File: config.mk
export PLATFORM = sky130hd
export DESIGN_NAME = beacon_period_detect_flat
export DESIGN_NICKNAME = d
export VERILOG_FILES = /design/src/rtl/beacon_pkg.sv /design/src/rtl/beacon_period_detect_if.sv /design/src/rtl/beacon_sync_edge.sv /design/src/rtl/beacon_period_detect.sv /design/src/flat_wrapper.sv
export SDC_FILE = /design/constraint.sdc
export NUM_CORES = 1
export LEC_CHECK = 0
export CORE_MARGIN = 4
export CORE_UTILIZATION = 55
export CTS_CLUSTER_DIAMETER = 120
export DETAILED_ROUTE_END_ITERATION = 10
export GPL_TIMING_DRIVEN = 0
export HOLD_SLACK_MARGIN = 0.02
export PLACE_DENSITY_LB_ADDON = 0.25
export SYNTH_ARGS = -nofsm -noshare
export SYNTH_HDL_FRONTEND = slang
export SYNTH_SLANG_ARGS = --single-unit
File: constraint.sdc
create_clock -name clk -period 5.7 [get_ports clk]
set_input_delay 1.71 -clock clk [delete_from_list [all_inputs] [get_ports clk]]
set_output_delay 1.71 -clock clk [all_outputs]
set_load 0.1 [all_outputs]
File: src/rtl/beacon_pkg.sv
// Shared beacon types and defaults, used by the period detector and by the divider's users.
package beacon_pkg;

    typedef enum logic {IDLE, MEASURE} bpd_state_t;

    localparam int unsigned BEACON_WIDTH_DEFAULT = 16;

endpackage

File: src/rtl/beacon_period_detect_if.sv
// Strobe, observation, expectation and measurement signals of one beacon period detector.
interface beacon_period_detect_if
    import beacon_pkg::*;
#(
    parameter int unsigned WIDTH = BEACON_WIDTH_DEFAULT
);
    logic             en;
    logic             sig_in;
    logic [WIDTH-1:0] N_expect;
    logic [WIDTH-1:0] tol;
    logic [WIDTH-1:0] n_meas;
    logic             meas_valid;
    logic             locked;

    modport master (
        output en, sig_in, N_expect, tol,
        input  n_meas, meas_valid, locked
    );

    modport slave (
        input  en, sig_in, N_expect, tol,
        output n_meas, meas_valid, locked
    );
endinterface

File: src/rtl/beacon_sync_edge.sv
// Input sampling and rising-edge strobe for the period detector.
// BEACON_SYNC_EN inserts a 2-flop synchroniser clocked every clk, ahead of the en-qualified edge detect.
module beacon_sync_edge (
    input  logic clk,
    input  logic rst,
    input  logic en,
    input  logic sig_in,
    output logic s,
    output logic rise
);
    logic prev;

`ifdef BEACON_SYNC_EN
    logic [1:0] sync_q;

    always_ff @(posedge clk) begin
        if (rst) sync_q <= '0;
        else     sync_q <= {sync_q[0], sig_in};
    end

    assign s = sync_q[1];
`else
    assign s = sig_in;
`endif

    // prev only advances on strobe samples, so edges are seen in the en time base
    always_ff @(posedge clk) begin
        if (rst)     prev <= 1'b0;
        else if (en) prev <= s;
    end

    assign rise = en & s & ~prev;
endmodule

File: src/rtl/beacon_period_detect.sv
// Beacon period detector: measures rising-edge spacing of sig_in in en samples and locks after
// LOCK_CNT consecutive in-tolerance periods. Define BEACON_SYNC_EN to synchronise sig_in.
module beacon_period_detect
    import beacon_pkg::*;
#(
    parameter int unsigned WIDTH    = BEACON_WIDTH_DEFAULT,
    parameter int unsigned LOCK_CNT = 4
) (
    input logic                   clk,
    input logic                   rst,
    beacon_period_detect_if.slave bus
);
    localparam int unsigned   MW       = $clog2(LOCK_CNT + 1);
    localparam logic [MW-1:0] LOCK_MAX = MW'(LOCK_CNT);

    bpd_state_t       state;
    logic [WIDTH-1:0] cnt;
    logic [WIDTH-1:0] diff;
    logic [WIDTH-1:0] n_meas_q;
    logic [MW-1:0]    match_cnt;
    logic [MW-1:0]    mc_inc;
    logic             meas_valid_q;
    logic             locked_q;
    logic             rise;
    logic             match;

    beacon_sync_edge u_sync_edge (
        .clk    (clk),
        .rst    (rst),
        .en     (bus.en),
        .sig_in (bus.sig_in),
        .s      (),
        .rise   (rise)
    );

    always_comb begin
        diff   = (cnt >= bus.N_expect) ? cnt - bus.N_expect : bus.N_expect - cnt;
        match  = (diff <= bus.tol);
        mc_inc = (match_cnt == LOCK_MAX) ? match_cnt : match_cnt + 1'b1;
    end

    always_ff @(posedge clk) begin
        if (rst) begin
            state        <= IDLE;
            cnt          <= '0;
            match_cnt    <= '0;
            n_meas_q     <= '0;
            meas_valid_q <= 1'b0;
            locked_q     <= 1'b0;
        end else begin
            meas_valid_q <= 1'b0;
            if (bus.en) begin
                case (state)
                    IDLE: begin
                        if (rise) begin
                            state <= MEASURE;
                            cnt   <= '0;
                        end
                    end
                    MEASURE: begin
                        // an edge on the all-ones count is a valid measurement, not a timeout
                        if (rise) begin
                            n_meas_q     <= cnt;
                            meas_valid_q <= 1'b1;
                            cnt          <= '0;
                            if (match) begin
                                match_cnt <= mc_inc;
                                if (mc_inc == LOCK_MAX) locked_q <= 1'b1;
                            end else begin
                                match_cnt <= '0;
                                locked_q  <= 1'b0;
                            end
                        end else if (cnt == '1) begin
                            state     <= IDLE;
                            match_cnt <= '0;
                            locked_q  <= 1'b0;
                        end else begin
                            cnt <= cnt + 1'b1;
                        end
                    end
                    default: state <= IDLE;
                endcase
            end
        end
    end

    assign bus.n_meas     = n_meas_q;
    assign bus.meas_valid = meas_valid_q;
    assign bus.locked     = locked_q;
endmodule

File: src/flat_wrapper.sv
// flat-port wrapper written by rule: the top's interface ports become plain ports
module beacon_period_detect_flat import beacon_pkg::*;
#(
    parameter int unsigned WIDTH    = BEACON_WIDTH_DEFAULT,
    parameter int unsigned LOCK_CNT = 4
)
  (clk, rst, bus_en, bus_sig_in, bus_N_expect, bus_tol, bus_n_meas, bus_meas_valid, bus_locked);
  beacon_period_detect_if #(.WIDTH(WIDTH)) bus_i ();
  input logic clk;
  input logic rst;
  input wire logic [$bits(bus_i.en)-1:0] bus_en;
  input wire logic [$bits(bus_i.sig_in)-1:0] bus_sig_in;
  input wire logic [$bits(bus_i.N_expect)-1:0] bus_N_expect;
  input wire logic [$bits(bus_i.tol)-1:0] bus_tol;
  output wire logic [$bits(bus_i.n_meas)-1:0] bus_n_meas;
  output wire logic [$bits(bus_i.meas_valid)-1:0] bus_meas_valid;
  output wire logic [$bits(bus_i.locked)-1:0] bus_locked;
  assign bus_i.en = bus_en;
  assign bus_i.sig_in = bus_sig_in;
  assign bus_i.N_expect = bus_N_expect;
  assign bus_i.tol = bus_tol;
  assign bus_n_meas = bus_i.n_meas;
  assign bus_meas_valid = bus_i.meas_valid;
  assign bus_locked = bus_i.locked;
  beacon_period_detect #(.WIDTH(WIDTH), .LOCK_CNT(LOCK_CNT)) u_core (.clk(clk), .rst(rst), .bus(bus_i));
endmodule
==> qor.txt <==
SETUP PATH
-------------------------------------------------------------------------------------
Arrival time of the worst setup path                                          5.82 ns
Kind of start point of the critical path                                   input port
Crit end category                                                                flop
Worst setup slack for register-to-register paths                              1.39 ns
Crit path launch                                                         bus_N_expect[1]
Kind of critical path                                                       in -> reg
Number of cells on the worst reg-to-reg path                                       20
Peak fanout along the critical path                                                 6
Reg2Reg Launch Point                                                     u_core.cnt[0]
Crit path capture                                                        u_core.match_cnt[1]
Req. time, crit path                                                          5.92 ns
Endpoint of the lowest-slack register-to-register path                   u_core.match_cnt[1]

ROUTING
-------------------------------------------------------------------------------------
Vias per Instance                                                                5.68
Detailed-route wire length per cell                                           14.3 µm
Total iterations of the first detailed-routing run                                  5
Routed wire length                                                            8.80 mm
Count of routing violations after the opening detailed-route iteration            192
Remaining DRCs                                                                      0
Number of nets still failing antenna checks after routing                           0
Via Count                                                                        3496

RUN STATUS
-------------------------------------------------------------------------------------
Run status                                                                  completed

TIMING
-------------------------------------------------------------------------------------
Final critical-path setup slack                                             0.0983 ns
Transition time at the pin with the least slew margin                        0.972 ns
Tightest hold margin                                                         0.454 ns
Fin. Hold Viols                                                                     0
Max Fclk                                                                      179 MHz
Period minus WS final                                                         5.60 ns
Finish-stage setup viols                                                            0
Post-route clock skew                                                       0.0122 ns
Share of the clock period used by the worst path                                98.3%
Slew Limit Fails                                                                    0
Worst slew slack as a fraction of its limit                                     35.0%

SYNTHESIS
-------------------------------------------------------------------------------------
Netlist area before placement                                                3580 µm²
Leading cell types by total area after synthesis                         sky130_fd_sc_hd__dfxtp_1 22%, sky130_fd_sc_hd__ha_1 17%, sky130_fd_sc_hd__a21oi_1 7.6%
YS warnings                                                                         0
Proportion of synthesized chip area in sequential cells                         21.8%
Synth area leader                                                        sky130_fd_sc_hd__dfxtp_1
Fraction of synthesis flops using an asynchronous set or reset pin                 0%
Top flip-flop cell by instance count after synthesis                     sky130_fd_sc_hd__dfxtp_1
Post-synthesis average cell area                                             7.58 µm²
Area fraction of the dominant cell type after synthesis                         21.8%
Count of flip-flops with a built-in enable after synthesis                          0
Number of distinct library cells after synthesis                                   51
Syn_nets                                                                          560
Count of state elements after synthesis                                            39
Number of instances in the synthesized netlist                                    472

PLACED DESIGN
-------------------------------------------------------------------------------------
Cell area after placement                                                    4200 µm²
DP HPWL                                                                       6.94 mm
Count of buffers from port buffering                                               52
Post-Place Worst Slack                                                      -0.529 ns
Routability congestion estimate                                                 0.839
# placed instances                                                                601

LAYOUT
-------------------------------------------------------------------------------------
Area Growth Syn to Fin                                                          26.4%
Diodes inserted                                                                     0
Number of nets in the layout                                                      626
Layout cell share with drive strength beyond 1                                  11.2%
Final Cell Area                                                              4520 µm²
Final cell count without fillers                                                  615
Filler Cells Inserted                                                             509

FLOORPLANNING
-------------------------------------------------------------------------------------
Die Area                                                                     7860 µm²
Placeable core region                                                        6350 µm²
IO Count                                                                           54
Site row count                                                                     29
Die Span Y                                                                    88.7 µm
Starting utilization of the core area                                           56.4%
Die extent in x                                                               88.7 µm

CLOCK NETWORK
-------------------------------------------------------------------------------------
Cts bufs inserted                                                                   5
CTS tree                                                                        built
Clock latency reported for the late side of the worst-skew pair               0.29 ns
Depth of the CTS H-tree                                                             2
Post-CTS Hold Fix Bufs                                                              0
Maximum clock path buffer count                                                     2
Clock root buffer                                                        sky130_fd_sc_hd__clkbuf_8
Num Clock Sinks                                                                    39
Clock-pin transition on the worst setup and hold timing paths                 0.08 ns

RUN
-------------------------------------------------------------------------------------
Max capacitance violation total                                                     0

HOLD PATH
-------------------------------------------------------------------------------------
Hold path depth                                                                     2
Hold Path Class                                                            reg -> reg

GLOBAL ROUTING
-------------------------------------------------------------------------------------
Sum of overflow across all layers after global routing                              0
GRT Resource Usage Total                                                        22.2%
Largest net degree at the start of global routing                                  12
Wire length of the first global-routing pass                                  14.3 mm
Number of global-route vias before repair                                        3349
Antenna violations before repair                                                    0

POWER AND IR DROP
-------------------------------------------------------------------------------------
Overall power consumption                                                      671 µW
Reported net switching power                                                   203 µW
Fraction of power spent switching nets                                          30.3%
Clk network pwr share                                                           27.6%
Sequential group share of total power                                           41.7%
Comb power frac                                                                 30.7%
Cell internal pwr                                                              468 µW
Maximum VDD drop                                                             0.161 mV
Static leakage                                                             0.00184 µW
Power Density                                                              148 nW/µm²

==> what timing repair did <==
item / in CTS / in global routing
setup buffers: 0 / 13
endpoints found under the setup margin: 4 / 4
pin swaps: 1 / 19
gates resized for setup: 5 / 36
cloned: 0 / 1
==> state kept, by name (all words and copies together), names as in the netlist <==
name	cells
u_core.match_cnt	3
u_core.bus.locked	1
u_core.u_sync_edge.prev	1
u_core.cnt	16
u_core.state	1
u_core.bus.n_meas	16
u_core.bus.meas_valid	1
==> through the flow <==
step	setup TNS, ns	utilization, %
finish	0	71.2
global route	-0.187	71.2
CTS	0	67.6
detailed placement	-1.77	66.1
global placement	-1.47	66.1
floorplan	0	-
==> power groups by stage <==
| stage | Clock [µW] | Sequential, µW | Combinational [µW] |
|---|---|---|---|
| 2_1_floorplan | 0 | 286 | 125 |
| 3_3_place_gp | 0 | 286 | 179 |
| 3_5_place_dp | 0 | 286 | 184 |
| 4_1_cts | 187 | 280 | 188 |
| 5_1_grt | 198 | 281 | 230 |
| 6_report | 185 | 280 | 206 |
==> logic make-up (layout without fill, tap and decap cells) <==
| kind of cell | after synthesis | after routing | synth area share, % |
|---|---|---|---|
| flops | 39 | 39 | 21.8 |
| fa+ha+maj | 52 | 52 | 18.6 |
| compound gates | 128 | 128 | 22.4 |
| simple gates | 139 | 139 | 18.6 |
| xor+xnor | 25 | 25 | 6.12 |
| mux | 16 | 16 | 4.51 |
| buf+inv | 73 | 139 | 7.94 |
==> synth_stat cells, types with 3 or more instances <==
master,number
sky130_fd_sc_hd__nand2_1,57
sky130_fd_sc_hd__inv_1,55
sky130_fd_sc_hd__a21oi_1,54
sky130_fd_sc_hd__ha_1,50
sky130_fd_sc_hd__dfxtp_1,39
sky130_fd_sc_hd__nor2_1,26
sky130_fd_sc_hd__o21ai_0,25
sky130_fd_sc_hd__xnor2_1,18
sky130_fd_sc_hd__clkbuf_1,15
sky130_fd_sc_hd__mux2i_1,15
sky130_fd_sc_hd__a21o_1,10
sky130_fd_sc_hd__nand3_1,9
sky130_fd_sc_hd__nand4_1,8
sky130_fd_sc_hd__xor2_1,7
sky130_fd_sc_hd__nand2b_1,6
sky130_fd_sc_hd__o21bai_1,6
sky130_fd_sc_hd__a211oi_1,5
sky130_fd_sc_hd__nor3_1,5
sky130_fd_sc_hd__or3_1,5
sky130_fd_sc_hd__a31oi_1,4
sky130_fd_sc_hd__and2_1,4
sky130_fd_sc_hd__nor2b_1,4
sky130_fd_sc_hd__and3_1,3
sky130_fd_sc_hd__and4_1,3
sky130_fd_sc_hd__o211ai_1,3
sky130_fd_sc_hd__o31ai_1,3
==> worst min path at each step <==
stage | start | endpoint | slack [ns]
after floorplan | u_core.match_cnt[0] | u_core.match_cnt[0] | 0.45
after global placement | u_core.bus.n_meas[14] | u_core.bus.n_meas[14] | 0.45
after detailed placement | u_core.bus.n_meas[14] | u_core.bus.n_meas[14] | 0.45
after CTS | u_core.bus.n_meas[14] | u_core.bus.n_meas[14] | 0.46
after global routing | u_core.bus.n_meas[14] | u_core.bus.n_meas[14] | 0.48
final | u_core.bus.n_meas[14] | u_core.bus.n_meas[14] | 0.45
==> metal layers <==
metal / wire length, µm / global-route usage [%]
met1: 4040 / 30.2
met2: 4040 / 36.5
met3: 414 / 3.54
met4: 299 / 5.63
met5: 0 / 0
==> final cells by class <==
type,count,area (µm²),area share [%]
Clock inverter,1,5.00,0.111
Clock buffer,6,82.6,1.83
Sequential cell,39,781,17.3
Timing Repair Buffer,66,646,14.3
Tap cell,77,96.3,2.13
Multi-Input combinational cell,360,2640,58.4
Inverter,55,206,4.56
Buffer,11,63.8,1.41
==> placed cells by master, fill, tap and decap left out, types with 4 or more instances in the layout <==
master	n
sky130_fd_sc_hd__a21o_1	10
sky130_fd_sc_hd__a21oi_1	51
sky130_fd_sc_hd__buf_4	14
sky130_fd_sc_hd__clkbuf_1	8
sky130_fd_sc_hd__clkbuf_8	6
sky130_fd_sc_hd__clkdlybuf4s50_1	51
sky130_fd_sc_hd__dfxtp_1	39
sky130_fd_sc_hd__ha_1	42
sky130_fd_sc_hd__ha_2	7
sky130_fd_sc_hd__inv_1	55
sky130_fd_sc_hd__mux2i_1	12
sky130_fd_sc_hd__nand2_1	57
sky130_fd_sc_hd__nand2b_1	6
sky130_fd_sc_hd__nand3_1	9
sky130_fd_sc_hd__nand4_1	8
sky130_fd_sc_hd__nor2_1	26
sky130_fd_sc_hd__nor3_1	4
sky130_fd_sc_hd__o21ai_0	23
sky130_fd_sc_hd__o21bai_1	6
sky130_fd_sc_hd__or3_1	5
sky130_fd_sc_hd__xnor2_1	18
sky130_fd_sc_hd__xor2_1	7
==> worst max-delay path, stage by stage <==
cell and delay (ns):
sky130_fd_sc_hd__clkdlybuf4s50_1 0.54, sky130_fd_sc_hd__inv_1 0.11, sky130_fd_sc_hd__fa_2 0.37, sky130_fd_sc_hd__a211oi_2 0.28
sky130_fd_sc_hd__or2_1 0.18, sky130_fd_sc_hd__a21oi_2 0.07, sky130_fd_sc_hd__nor2b_2 0.19, sky130_fd_sc_hd__o21ai_4 0.13
sky130_fd_sc_hd__buf_4 0.17, sky130_fd_sc_hd__mux2i_2 0.18, sky130_fd_sc_hd__xor2_1 0.21, sky130_fd_sc_hd__ha_1 0.27
sky130_fd_sc_hd__nand4_1 0.15, sky130_fd_sc_hd__nor4_2 0.07, sky130_fd_sc_hd__a21boi_1 0.14, sky130_fd_sc_hd__or4_4 0.44
sky130_fd_sc_hd__o21ai_4 0.26, sky130_fd_sc_hd__a31oi_4 0.13, sky130_fd_sc_hd__o31ai_2 0.24
(Power assumes the default switching activity.)
